**src/rtl/cu_sequencer.sv**
```systemverilog
// Multi-cycle control unit for the J17 datapath: fetches over a req/ack port, decodes,
// and drives one phase of registered datapath controls per state.
module cu_sequencer #(
  parameter int TIMEOUT    = 16,
  parameter int MEM_CYCLES = 2,
  parameter int COUNT_W    = 16
) (
  input  logic               clock,
  input  logic               reset,
  input  logic               start,
  input  logic [31:0]        pc,
  output logic               imem_req,
  output logic [31:0]        imem_addr,
  input  logic               imem_ack,
  input  logic [31:0]        imem_rdata,
  output logic [4:0]         alucode,
  output logic [2:0]         op1,
  output logic [20:0]        op2,
  output logic               imControl,
  output logic               flag,
  output logic               flag1,
  output logic               regenable,
  output logic [1:0]         ramenable,
  output logic [1:0]         writecode,
  output logic [2:0]         pcControl,
  output logic               pc_step,
  output logic               busy,
  output logic               halted,
  output logic               error,
  output logic [COUNT_W-1:0] retired
);

  localparam int WAIT_W = (TIMEOUT > 1) ? $clog2(TIMEOUT) : 1;
  localparam int MEMC_W = (MEM_CYCLES > 1) ? $clog2(MEM_CYCLES) : 1;

  typedef enum logic [2:0] {IDLE, FETCH, DECODE, EXEC, MEM, WB, HALT, ERR} state_t;

  state_t              state, stateNext;
  logic [31:0]         ir, irNext;
  logic [WAIT_W-1:0]   waitCnt, waitCntNext;
  logic [MEMC_W-1:0]   memCnt, memCntNext;
  logic [COUNT_W-1:0]  retiredNext;

  logic [4:0]  opcode;
  logic        isBranch, isMemOp, writesReg, fieldsOn;
  logic [4:0]  branchCode;

  logic        imemReqNext, imControlNext, flagNext, flag1Next, regenableNext, pcStepNext;
  logic        busyNext, haltedNext, errorNext;
  logic [4:0]  alucodeNext;
  logic [2:0]  op1Next, pcControlNext;
  logic [20:0] op2Next;
  logic [1:0]  ramenableNext, writecodeNext;

  assign opcode    = ir[31:27];
  assign isBranch  = (opcode >= 5'd12) && (opcode <= 5'd18);
  assign isMemOp   = (opcode == 5'd20) || (opcode == 5'd21);
  assign writesReg = (opcode <= 5'd11) || (opcode == 5'd19) || (opcode == 5'd20);
  assign imem_addr = imem_req ? pc : 32'd0;

  // Outputs are computed for the state being entered and registered, so every control
  // field changes exactly on the state edge and never depends combinationally on imem_*.
  always_comb begin
    stateNext   = state;
    irNext      = ir;
    waitCntNext = waitCnt;
    memCntNext  = memCnt;
    retiredNext = retired;
    branchCode  = opcode - 5'd11;

    case (state)
      IDLE: begin
        if (start) begin
          stateNext   = FETCH;
          waitCntNext = '0;
        end
      end
      FETCH: begin
        if (imem_ack) begin
          irNext    = imem_rdata;
          stateNext = DECODE;
        end else if (waitCnt == WAIT_W'(TIMEOUT - 1)) begin
          stateNext = ERR;
        end else begin
          waitCntNext = waitCnt + WAIT_W'(1);
        end
      end
      DECODE: begin
        if (opcode == 5'd31) begin
          stateNext   = HALT;
          retiredNext = retired + COUNT_W'(1);
        end else if (opcode > 5'd21) begin
          stateNext = ERR;
        end else begin
          stateNext = EXEC;
        end
      end
      EXEC: begin
        memCntNext = '0;
        stateNext  = isMemOp ? MEM : WB;
      end
      MEM: begin
        if (memCnt == MEMC_W'(MEM_CYCLES - 1)) begin
          stateNext = WB;
        end else begin
          memCntNext = memCnt + MEMC_W'(1);
        end
      end
      WB: begin
        stateNext   = FETCH;
        waitCntNext = '0;
        retiredNext = retired + COUNT_W'(1);
      end
      default: begin
      end
    endcase

    fieldsOn      = (stateNext == EXEC) || (stateNext == MEM) || (stateNext == WB);
    imemReqNext   = (stateNext == FETCH);
    alucodeNext   = (fieldsOn && opcode <= 5'd11) ? opcode : 5'd0;
    op1Next       = fieldsOn ? ir[23:21] : 3'd0;
    op2Next       = fieldsOn ? ir[20:0] : 21'd0;
    imControlNext = fieldsOn && ir[26];
    flagNext      = fieldsOn && (ir[25] || opcode == 5'd20);
    flag1Next     = fieldsOn && ir[24];
    writecodeNext = (fieldsOn && opcode == 5'd19) ? 2'd1 : 2'd0;
    // Only loads and stores ever reach MEM, so the opcode picks read versus write.
    ramenableNext = (stateNext == MEM) ? ((opcode == 5'd20) ? 2'b01 : 2'b10) : 2'b00;
    regenableNext = (stateNext == WB) && writesReg;
    pcStepNext    = (stateNext == WB);
    pcControlNext = ((stateNext == WB) && isBranch) ? branchCode[2:0] : 3'd0;
    busyNext      = (stateNext != IDLE) && (stateNext != HALT) && (stateNext != ERR);
    haltedNext    = (stateNext == HALT);
    errorNext     = (stateNext == ERR);
  end

  always_ff @(posedge clock) begin
    if (reset) begin
      state     <= IDLE;
      ir        <= '0;
      waitCnt   <= '0;
      memCnt    <= '0;
      retired   <= '0;
      imem_req  <= 1'b0;
      alucode   <= '0;
      op1       <= '0;
      op2       <= '0;
      imControl <= 1'b0;
      flag      <= 1'b0;
      flag1     <= 1'b0;
      regenable <= 1'b0;
      ramenable <= '0;
      writecode <= '0;
      pcControl <= '0;
      pc_step   <= 1'b0;
      busy      <= 1'b0;
      halted    <= 1'b0;
      error     <= 1'b0;
    end else begin
      state     <= stateNext;
      ir        <= irNext;
      waitCnt   <= waitCntNext;
      memCnt    <= memCntNext;
      retired   <= retiredNext;
      imem_req  <= imemReqNext;
      alucode   <= alucodeNext;
      op1       <= op1Next;
      op2       <= op2Next;
      imControl <= imControlNext;
      flag      <= flagNext;
      flag1     <= flag1Next;
      regenable <= regenableNext;
      ramenable <= ramenableNext;
      writecode <= writecodeNext;
      pcControl <= pcControlNext;
      pc_step   <= pcStepNext;
      busy      <= busyNext;
      halted    <= haltedNext;
      error     <= errorNext;
    end
  end

endmodule

```
**config.mk**
```make
export PLATFORM = sky130hd
export DESIGN_NAME = cu_sequencer
export DESIGN_NICKNAME = d
export VERILOG_FILES = /design/src/rtl/cu_sequencer.sv
export SDC_FILE = /design/constraint.sdc
export NUM_CORES = 1
export LEC_CHECK = 0
export BUFFER_PORTS_ARGS = -buffer_cell sky130_fd_sc_hd__buf_4
export CORE_MARGIN = 4
export CORE_UTILIZATION = 42
export DETAILED_ROUTE_END_ITERATION = 8
export PLACE_DENSITY = 0.79
export SLEW_MARGIN = 20
export SYNTH_ARGS = -nofsm -noshare
export SYNTH_HDL_FRONTEND = slang
export SYNTH_SLANG_ARGS = --single-unit
```
**constraint.sdc**
```tcl
create_clock -name clock -period 2.1 [get_ports clock]
set_clock_uncertainty 0.05 [all_clocks]
set_input_delay 0.315 -clock clock [delete_from_list [all_inputs] [get_ports clock]]
set_output_delay 0.315 -clock clock [all_outputs]
set_load 0.005 [all_outputs]
```
# After elaboration in Yosys (flattened, before gate mapping)
# Cells that the tools add are included.
# Widths: inputs -> output; s select.
word_totals:
  ff_bits: 101
  out_inout_bits: 93
classes:
  n_addsub: 4
  n_lt_le_gt_ge: 4
  eq_ne: 22
  mux: 19
  n_bitwise: 4
  reduce_logical: 28
ops:
  columns: ["operator", "count"]
  rows:
  - ["$mux 32", 1]
  - ["$pmux 16 s2", 1]
  - ["$eq 5x5->1 const B", 4]
  - ["$eq 3x3->1 const B", 6]
  - ["$mux 3", 6]
  - ["$pmux 3 s6", 1]
  - ["$add 16x1->16 const B", 1]
  - ["$mux 16", 1]
  - ["$mux 4", 3]
  - ["$pmux 4 s3", 1]
  - ["$logic_and 1x1->1", 10]
  - ["$eq 3x2->1 const B", 3]
  - ["$ne 2x2->1 const B", 4]
  - ["$reduce_or 2->1", 4]
  - ["$eq 3x1->1 const B", 2]
  - ["$logic_or 1x1->1", 6]
  - ["$ne 3x3->1 const B", 2]
  - ["$reduce_bool 3->1", 2]
  - ["$ge 5x4->1 const B", 1]
  - ["$gt 5x5->1 const B", 1]
  - ["$le 5x4->1 const B", 1]
  - ["$le 5x5->1 const B", 1]
  - ["$add 4x1->4 const B", 1]
  - ["$eq 4x4->1 const B", 1]
  - ["other kinds (10)", 17]

# Depth between registers and ports, before layout
# Gate-level depths: netlist (run 1).
depth:
  depth_word: 10
  mapped_depth: 8
  depth_no_buf: 7

# Least setup slack after synthesis (run 1)
# No wires, ideal clock.
synth_path:
  path_kind: "register to register"
  start: "register ir[27]"
  end: "register writecode[0]"
  arrival_time_ns: 1.758
  path_slack_ns: 0.189
  path_stages_with_launch: 8
  period_less_slack_ns: 1.911
  cell_sequence: "dfxtp_1 -> inv_1 -> ha_1 -> nor2_1 -> nor4b_2 -> o311ai_4 -> nand4_2 -> a2111oi_2"
synth_via:
  elab_chain_len: 9
  word_cells_on_any_way: 17
synth_lines:
  columns: ["element", "line_no", "source"]
  rows:
  - ["start: declaration", "39", "logic [31:0] ir, irNext;"]
  - ["start signal: assignment", "161", "ir <= irNext;"]
  - ["$gt 5x5->1 or $eq 5x5->1 (tied branches)", "92, 57", null]
  - ["$mux 3 or $logic_or 1x1->1 (tied branches)", "92, 57", null]
  - ["$mux 3 or $mux 1 (tied branches)", "89, 100", null]
  - ["$pmux 3 s6", "71", "case (state)"]
  - ["$eq 3x2->1 or $eq 3x3->1 (tied branches)", "118", "fieldsOn = (stateNext == EXEC) || (stateNext == MEM) || (stateNext == WB);"]
  - ["$logic_or 1x1->1 (2 in a row)", "118", null]
  - ["$logic_and 1x1->1 *", "126", "writecodeNext = (fieldsOn && opcode == 5'd19) ? 2'd1 : 2'd0;"]
  - ["$mux 1 *", "126", null]
  - ["end signal: assignment", "174", "writecode <= writecodeNext;"]
  - ["end: declaration", "24", "output logic [1:0] writecode,"]
# Mark *: on every way between the ends. The rest lies on a longest branch, timed or not.
# A chain may end at the register's enable or synchronous reset.

# Worst setup path after layout (run 1)
layout_path:
  start: "register state[2]"
  end: "register retired[10]"
layout_via:
  elab_chain_len: 3
  word_cells_on_any_way: 6
layout_lines:
  columns: ["element", "line_no", "source"]
  rows:
  - ["start: declaration", "38", "state_t state, stateNext;"]
  - ["start signal: assignment", "160", "state <= stateNext;"]
  - ["$eq 3x2->1 or $eq 3x3->1 (tied branches)", "71", null]
  - ["$ne 2x2->1 (no line) or $reduce_bool 2->1 (tied branches)", null, null]
  - ["$reduce_and 2->1 (no line)", null, null]
  - ["end signal: assignment", "164", "retired <= retiredNext;"]
  - ["end: declaration", "30", "output logic [COUNT_W-1:0] retired"]
# Several ways; a longest one is shown, not always the timed one.

==> results.cfg, run 1 <==
[place]
dpl_cell_area_mm2 = 0.005524
place_hpwl_mm = 8.111
gp_congestion = 0.9107
port_buffers = 159

[min_path]
worstHoldPathCells = 3
hp-class = in -> reg
holdCritStartpoint = imem_rdata[5]
hold_end = ir[5]

[setup_path]
r2r_cells = 5
worstPathRequired_ns = 2.29
max_stage_delay_ns = 0.47
cp-start-kind = flip-flop
r2r-end = retired[10]
end_kind = flip-flop
reg2reg_slack_ns = 0.15
path_cells = or3b_1 -> o22a_2 -> nor4_4 -> xnor2_1 -> nor2_1
slowest_stage = dfxtp_1
arrival_ns = 2.15
cp_max_fo = 20
path_class = reg -> reg
r2r_start = state[2]

[power]
ir_drop_mv = 0.3841
power_density_mw_per_mm2 = 664.4
p_leak_uw = 0.002387

[sta]
hold_viol = 0
period_minus_slack_ns = 1.951
final_max_slew_viol_count = 0
max_freq_mhz = 512.5
finalSetupViolations = 0
rsz0062_at_grt = false
tns_ns = 0
fin_crit_sh_pct = 92.92

[floorplanning]
dieArea_mm2 = 0.01167
initial_utilization_pct = 43.01
dieHeight_um = 108.0
fp-row-count = 36
boundaryPins = 161
core_mm2 = 0.009774
die_width_um = 108.0

[clocking]
cts_sinks = 100
insertion_delay_ns = 0.36
cts_tree = done
htreeDepth = 3
numCtsBuffers = 9
path_clk_slew_ns = 0.13
hold_buffers = 0
cts_root_buf = clkbuf_8
clockBufferDepth = 2

[synth]
ys_seq_area_share_pct = 47.62
synth_largest_area_cell = dfxtp_1
synth_common_cells = dfxtp_1, nand2_1, a21oi_1
syn_avg_cell_area_um2 = 8.650
synth_most_common_cell = dfxtp_1
synth-edff-count = 0
synthArstFlopShare_pct = 0
ys.flop_type = dfxtp_1
yosysTopAreaCellShare_pct = 47.62
yosysUniqueCellTypes = 51
yosysWarnings = 0
synth_area_mm2 = 0.004204
synth_seq_cells = 100
synth_cells = 486
ys_top_cells_by_area = dfxtp_1, a21oi_1, nand2_1

[finish]
diodes = 0
final_util_pct = 58.91
area_growth_pct = 36.96
drive_above_1_share_pct = 32.50
nets = 708
design_area_mm2 = 0.005758

[detailed_routing]
drtAntennaViolNets = 0
vias = 3804
avgViaCountPerCell = 4.921
wl_mm = 10.78
wl_per_cell_um = 13.95
first_iter_violations = 196
firstDrtPassIters = 4
drc_errors = 0

[global_routing]
grt_usage_pct = 17.99
grt_pass1_wl_mm = 16.88
grt_pass1_vias = 3525
antenna_found_initial = 0
grt-ovfl-total = 0
grt_max_degree = 49

[run_status]
outcome = completed

[run]
maxCapViolCount = 0
## flip-flops by register name, indices dropped and copies added, names as in the netlist, 2 cells and up
name / cells
state: 3
retired: 16
op1: 3
op2: 21
ir: 32
alucode: 5
ramenable: 2
waitCnt: 4
pcControl: 3
## how the worst max path moves through the flow
stage | slack, ns | startpoint | to
5_1_grt | 0.01 | state[2] | retired[10]
2_1_floorplan | 0.19 | ir[27] | writecode[0]
6_report | 0.15 | state[2] | retired[10]
4_1_cts | 0.01 | ir[27] | alucode[3]
3_3_place_gp | 0.16 | state[1] | retired[13]
3_5_place_dp | 0.06 | ir[27] | alucode[3]
## placed cells by master, fill, tap and decap left out, drive strengths merged, types with 2 or more instances in the layout
cell	count
nor4b	2
and4	3
and3	4
nand2	79
clkinv	5
inv	11
clkbuf	9
nand3	9
ha	5
nand4b	3
a21boi	3
dfxtp	100
or2	2
nor3b	4
nand4	7
xnor2	13
nor2	26
nor2b	2
xor2	2
nor4	6
conb	2
a21oi	71
or3	4
o21ai	7
nor3	9
and2	33
nand2b	31
buf	172
## routing by layer
| layer | track usage, % | vias to the layer above | wire, µm |
|---|---|---|---|
| li1 | - | 1911 | - |
| met1 | 22.09 | 1741 | 4334 |
| met2 | 30.82 | 142 | 5320 |
| met3 | 4.776 | 10 | 978 |
| met4 | 5.591 | 0 | 147 |
| met5 | 0 | - | 0 |
## power breakdown
group / internal [µW] / total, µW / leakage (µW) / switching (µW)
clock network: 485 / 1250 / 0.000107 / 765
logic: 304 / 577 / 0.00147 / 273
registers: 1950 / 2000 / 0.000810 / 50.2
## repair_timing
action | 4_1_cts | 5_1_grt
buffers inserted | 0 | 0
setup endpoints to repair | 0 | 38
resized for setup | 0 | 5
## per-stage QoR
stage	setup WS, ns	power [µW]	cells	hold slack, ns
floorplan	0.1890	2329	487	0.3767
global placement	0.1600	2602	757	0.3814
detailed placement	0.05651	2615	757	0.3904
CTS	0.01153	3847	773	0.1213
global route	0.01359	3991	773	0.1080
finish	0.1487	3826	773	0.1264
## worst max-delay path, delay by kind of cell (launching register included)
family,cells,cell delay (ns)
DFF,1,0.47
AOI/OAI and AO/OA,1,0.38
and+or+nand+nor,3,0.79
xor gates and xnor gates,1,0.15
## layout make-up
class                           instances  area (µm²)
Clock buffer                            9       123.9
Clock inverter                          7       93.84
Fill cell                             840        4016
Inverter                                9       33.78
Multi-Input combinational cell        343        2027
Sequential cell                       100        2006
Tap cell                              133       166.4
Timing Repair Buffer                  172        1308
## logic make-up (layout without fill, tap and decap cells)
group           Yosys count  count (layout)  synth area share [%]
simple gates            228             228                 30.00
mux                       1               1                0.2381
xor+xnor                 15              15                 3.125
buf+inv                  44             197                 4.821
other cells               1               2               0.08920
compound gates           92              92                 12.62
flops                   100             100                 47.62
fa+ha+maj                 5               5                 1.488
(Power assumes the default switching activity.)
==> run 2: changes to the inputs <==
--- a/config.mk
+++ b/config.mk
@@ -7,9 +7,9 @@
 export LEC_CHECK = 0
 export BUFFER_PORTS_ARGS = -buffer_cell sky130_fd_sc_hd__buf_4
 export CORE_MARGIN = 4
-export CORE_UTILIZATION = 42
+export CORE_UTILIZATION = 49
 export DETAILED_ROUTE_END_ITERATION = 8
-export PLACE_DENSITY = 0.79
+export PLACE_DENSITY = 0.89
 export SLEW_MARGIN = 20
 export SYNTH_ARGS = -nofsm -noshare
 export SYNTH_HDL_FRONTEND = slang
==> run 2 against run 1 <==
Maximum frequency decreased by 3.3%. Design area decreased by 0.70%. Routed wire length increased by 7.3%. Register-to-register slack got worse by 0.07 ns. Setup slack got worse by 0.066 ns. Critical path type unchanged. Highest routed layer unchanged.
==> results.cfg, run 2 (same netlist as run 1, synthesis figures left out) <==
[detailed_routing]
wl_per_cell_um = 15.53
drtAntennaViolNets = 0
first_iter_violations = 193
vias = 3828
avgViaCountPerCell = 5.138
wl_mm = 11.57
drc_errors = 0
firstDrtPassIters = 4

[clocking]
cts_root_buf = clkbuf_8
post_cts_buffers = 0
htreeDepth = 3
numCtsBuffers = 9
path_clk_slew_ns = 0.11
cts_tree = done
insertion_delay_ns = 0.36
clockBufferDepth = 2
cts_sinks = 100

[sta]
relSlewSlack_pct = 53.36
final_max_slew_viol_count = 0
setup_ws_ns = 0.08317
fin_crit_sh_pct = 96.04
finalSetupViolations = 0
period_minus_slack_ns = 2.017
worst_pin_slew_ns = 0.6986
max_freq_mhz = 495.8
hold_viol = 0

[place]
place_ws_ns = 0.02043
place_hpwl_mm = 8.753
gp_congestion = 0.8861
port_buffers = 159

[floorplanning]
core_mm2 = 0.008299
die_width_um = 100.6
boundaryPins = 161
dieArea_mm2 = 0.01013
fp-row-count = 33
initial_utilization_pct = 50.66
dieHeight_um = 100.6

[setup_path]
cp_max_fo = 20
worstPathRequired_ns = 2.33
end_kind = flip-flop
path_class = reg -> reg
cp-start-kind = flip-flop
cp-startpoint = ir[27]
r2r-end = op2[6]
r2r_cells = 8
crit_end = op2[6]
r2r_start = ir[27]
arrival_ns = 2.25
reg2reg_slack_ns = 0.08

[min_path]
hp-class = in -> reg

[run]
maxCapViolCount = 0

[finish]
top_regs = ir: 32 flops, op2: 21 flops, retired: 16 flops
largest-register = ir
area_growth_pct = 36.01
layout_common_cells = buf_4, dfxtp_1, nand2_1
fillers = 668
final_util_pct = 68.90
mostFrequentLayoutCell = buf_4
nets = 707
largest_reg_flops = 32
drive_above_1_share_pct = 32.71

[global_routing]
grt-ovfl-total = 0
grt_pass1_vias = 3685
grt_usage_pct = 21.92
grt_max_degree = 55
grt_pass1_wl_mm = 17.55
antenna_found_initial = 1

[power]
pwr-share-clk_pct = 33.2
p_leak_uw = 0.002378
p_comb_share_pct = 14.7
ir_drop_mv = 0.3838
seq_power_share_pct = 52.1
p_int_uw = 2828
switchingPower_uw = 1030
power_density_mw_per_mm2 = 674.7
sw_frac_of_total_pct = 26.69

[run_status]
outcome = completed
[run 2: metrics by stage]
stage                     total power, µW  TNS [ns]  cells  area [µm²]  hold WS, ns
after floorplan                      2329         0    487        4208       0.3767
after global placement               2594         0    728        5482       0.3806
after detailed placement             2611         0    728        5482       0.3864
after CTS                            3870         0    744        5698       0.1284
after global routing                 4023   -0.1149    745        5718       0.1287
final                                3858         0    745        5718       0.1418
[run 2: power by group through the flow]
stage	combinational [µW]	sequential (µW)	clock [µW]
detailed placement	559	2050	0
finish	566	2010	1280
floorplan	310	2020	0
global placement	548	2050	0
global route	619	2020	1380
CTS	562	2010	1300
[run 2: cell type report]
| type | instances | area [µm²] | area share (%) |
|---|---|---|---|
| flip-flops and latches | 100 | 2007 | 35.10 |
| well taps | 105 | 131.4 | 2.298 |
| multi-input cells | 343 | 2032 | 35.54 |
| repair buffers | 171 | 1296 | 22.67 |
| clock inverters | 7 | 91.34 | 1.597 |
| clock buffers | 9 | 123.9 | 2.166 |
| diodes | 1 | 2.502 | 0.04376 |
| inverters | 9 | 33.78 | 0.5908 |
[run 2: how the worst min path moves through the flow]
stage / startpoint / to / cells past startpoint
CTS: imem_rdata[1] / ir[1] / 3
detailed placement: ir[15] / op2[15] / 2
global placement: ir[23] / op1[2] / 2
floorplan: ir[24] / flag1 / 2
global route: imem_rdata[13] / ir[13] / 3
finish: imem_rdata[1] / ir[1] / 3
[run 2: metal layers]
metal  vias up  global-route usage (%)  routed length (µm)  share of wire, %
li1       1906                       -                   -                 -
met1      1728                   23.27                4052                35
met2       171                   39.85                6109                53
met3        23                   6.782                1067               9.2
met4         0                   9.119                 340               2.9
met5         -                       0                   0                 0
[run 2: timing repair]
action	in CTS	in global routing
endpoints found under the setup margin	5	35
pin swaps	0	0
gates resized for setup	1	5
hold buffers	0	0
[run 2: worst max-delay path, stage by stage, from the launching register on]
cell and delay [ns]:
dfxtp_2 0.41, inv_1 0.09, ha_1 0.22, nor2_1 0.12, nor4b_2 0.07, o311ai_4 0.36
nand4_4 0.18, buf_4 0.25, a21oi_1 0.19
==> run 3: changes to the inputs <==
--- a/config.mk
+++ b/config.mk
@@ -10,7 +10,7 @@
 export CORE_UTILIZATION = 49
 export DETAILED_ROUTE_END_ITERATION = 8
 export PLACE_DENSITY = 0.89
-export SLEW_MARGIN = 20
+export RECOVER_POWER = 100
 export SYNTH_ARGS = -nofsm -noshare
 export SYNTH_HDL_FRONTEND = slang
 export SYNTH_SLANG_ARGS = --single-unit
==> run 3 against run 2 <==
Utilization decreased by 0.53 points. Critical endpoint unchanged. Critical path type unchanged. Largest cell class unchanged. Global-route usage unchanged. Die area unchanged.
==> results.cfg, run 3 (same netlist as run 1, synthesis figures left out) <==
[run_status]
outcome = completed

[setup_path]
cp.depth = 8
r2r_start = ir[27]
slowest_stage = dfxtp_2
end_kind = flip-flop
path_delay_family = compound AO/OA/AOI/OAI gates
cp_max_fo = 20
r2r-end = op2[6]
reg2reg_slack_ns = 0.08
path_buf_inv = 2
r2r_cells = 8
crit_end = op2[6]
path_class = reg -> reg
max_stage_delay_ns = 0.41
arrival_ns = 2.25
cp-startpoint = ir[27]
path_cells = inv_1 -> ha_1 -> nor2_1 -> nor4b_2 -> o311ai_4 -> nand4_4 -> buf_4 -> a21oi_1
cp-start-kind = flip-flop
worstPathRequired_ns = 2.33

[detailed_routing]
firstDrtPassIters = 4
drtAntennaViolNets = 0
first_iter_violations = 168
wl_per_cell_um = 15.53
wl_mm = 11.57
drc_errors = 0
vias = 3842
avgViaCountPerCell = 5.157

[floorplanning]
fp-row-count = 33
dieHeight_um = 100.6
die_width_um = 100.6
dieArea_mm2 = 0.01013
initial_utilization_pct = 50.66
core_mm2 = 0.008299
boundaryPins = 161

[clocking]
cts_tree = done
htreeDepth = 3
cts_root_buf = clkbuf_8
clockBufferDepth = 2
path_clk_slew_ns = 0.10
insertion_delay_ns = 0.36
numCtsBuffers = 9
cts_sinks = 100
post_cts_buffers = 0

[finish]
ff_latch_area_mm2 = 0.002007
drive_above_1_share_pct = 30.99
largest-register = ir
nets = 707
area_growth_pct = 34.97
top_regs = ir: 32 flops, op2: 21 flops, retired: 16 flops
mostFrequentLayoutCell = buf_4
largest_reg_flops = 32
multi_input_area_mm2 = 0.002032
layout_common_cells = buf_4, dfxtp_1, nand2_1
final_util_pct = 68.37
fillers = 680

[sta]
whs_ns = 0.1397
hold_viol = 0
period_minus_slack_ns = 2.021
worst_pin_slew_ns = 0.6978
max_freq_mhz = 494.9
tns_ns = 0
fin_crit_sh_pct = 96.22
final_max_slew_viol_count = 0
relSlewSlack_pct = 53.41
finalSetupViolations = 0

[place]
place_hpwl_mm = 8.753
gp_congestion = 0.8861
port_buffers = 159

[power]
power_density_mw_per_mm2 = 679.4
ir_drop_mv = 0.3838
power_uw = 3855
p_leak_uw = 0.002303

[global_routing]
grt_max_degree = 55
grt_pass1_wl_mm = 17.55
grt_pass1_vias = 3685
antenna_found_initial = 1
grt-ovfl-total = 0
grt_usage_pct = 21.92

[min_path]
holdCritStartpoint = imem_rdata[6]
hp-class = in -> reg

[run]
maxCapViolCount = 0
run 3: changes by cell type in the layout (fill, tap and decap cells not counted), sizes merged:
| cell | delta |
|---|---|
| buf | -59 |
| clkbuf | +59 |
run 3: worst register-to-register path, delay by kind of cell, from the launching register on:
kind / cells / cell delay, ns
DFF: 1 / 0.41
AOI/OAI and AO/OA: 2 / 0.55
buffers and inverters: 2 / 0.34
and+or+nand+nor: 3 / 0.37
adders and majority gates: 1 / 0.23
run 3: cell type report:
class | instances | area share (%)
multi-input combinational | 343 | 35.81
sequential | 100 | 35.37
timing repair buffer | 171 | 22.07
tap | 105 | 2.315
clock buffer | 9 | 2.183
clock inverter | 7 | 1.610
inverter | 9 | 0.5954
antenna | 1 | 0.04410
run 3: timing repair:
action / CTS / global route
endpoints found under the setup margin: 5 / 35
hold buffers: 0 / 0
resized for setup: 1 / 5
run 3: per-layer routing:
layer	routed length (µm)	vias up	share of wire (%)	GRT usage, %
met5	0	-	0	0
met4	357	0	3.1	9.119
met3	995	26	8.6	6.782
met2	6003	164	52	39.85
met1	4215	1741	36	23.27
li1	-	1911	-	-
run 3: worst min-delay path by stage:
stage,endpoint,slack (ns),depth (start not counted)
CTS,ir[1],0.13,3
finish,ir[6],0.14,3
floorplan,flag1,0.38,2
global placement,op1[2],0.38,2
global route,ir[13],0.13,3
detailed placement,op2[15],0.39,2
run 3: metrics by stage:
step | cells | cell area [µm²] | setup slack (ns)
6_report | 745 | 5674 | 0.07946
5_1_grt | 745 | 5674 | -0.02465
4_1_cts | 744 | 5698 | 0.005397
3_5_place_dp | 728 | 5482 | 0.02043
3_3_place_gp | 728 | 5482 | 0.1730
2_1_floorplan | 487 | 4208 | 0.1890
run 3: where the power goes:
group	leakage [µW]	internal, µW	switching (µW)
combinational	0.00139	296	269
clock	0.000106	582	699
sequential	0.000810	1950	61.0
total	0.00230	2830	1030
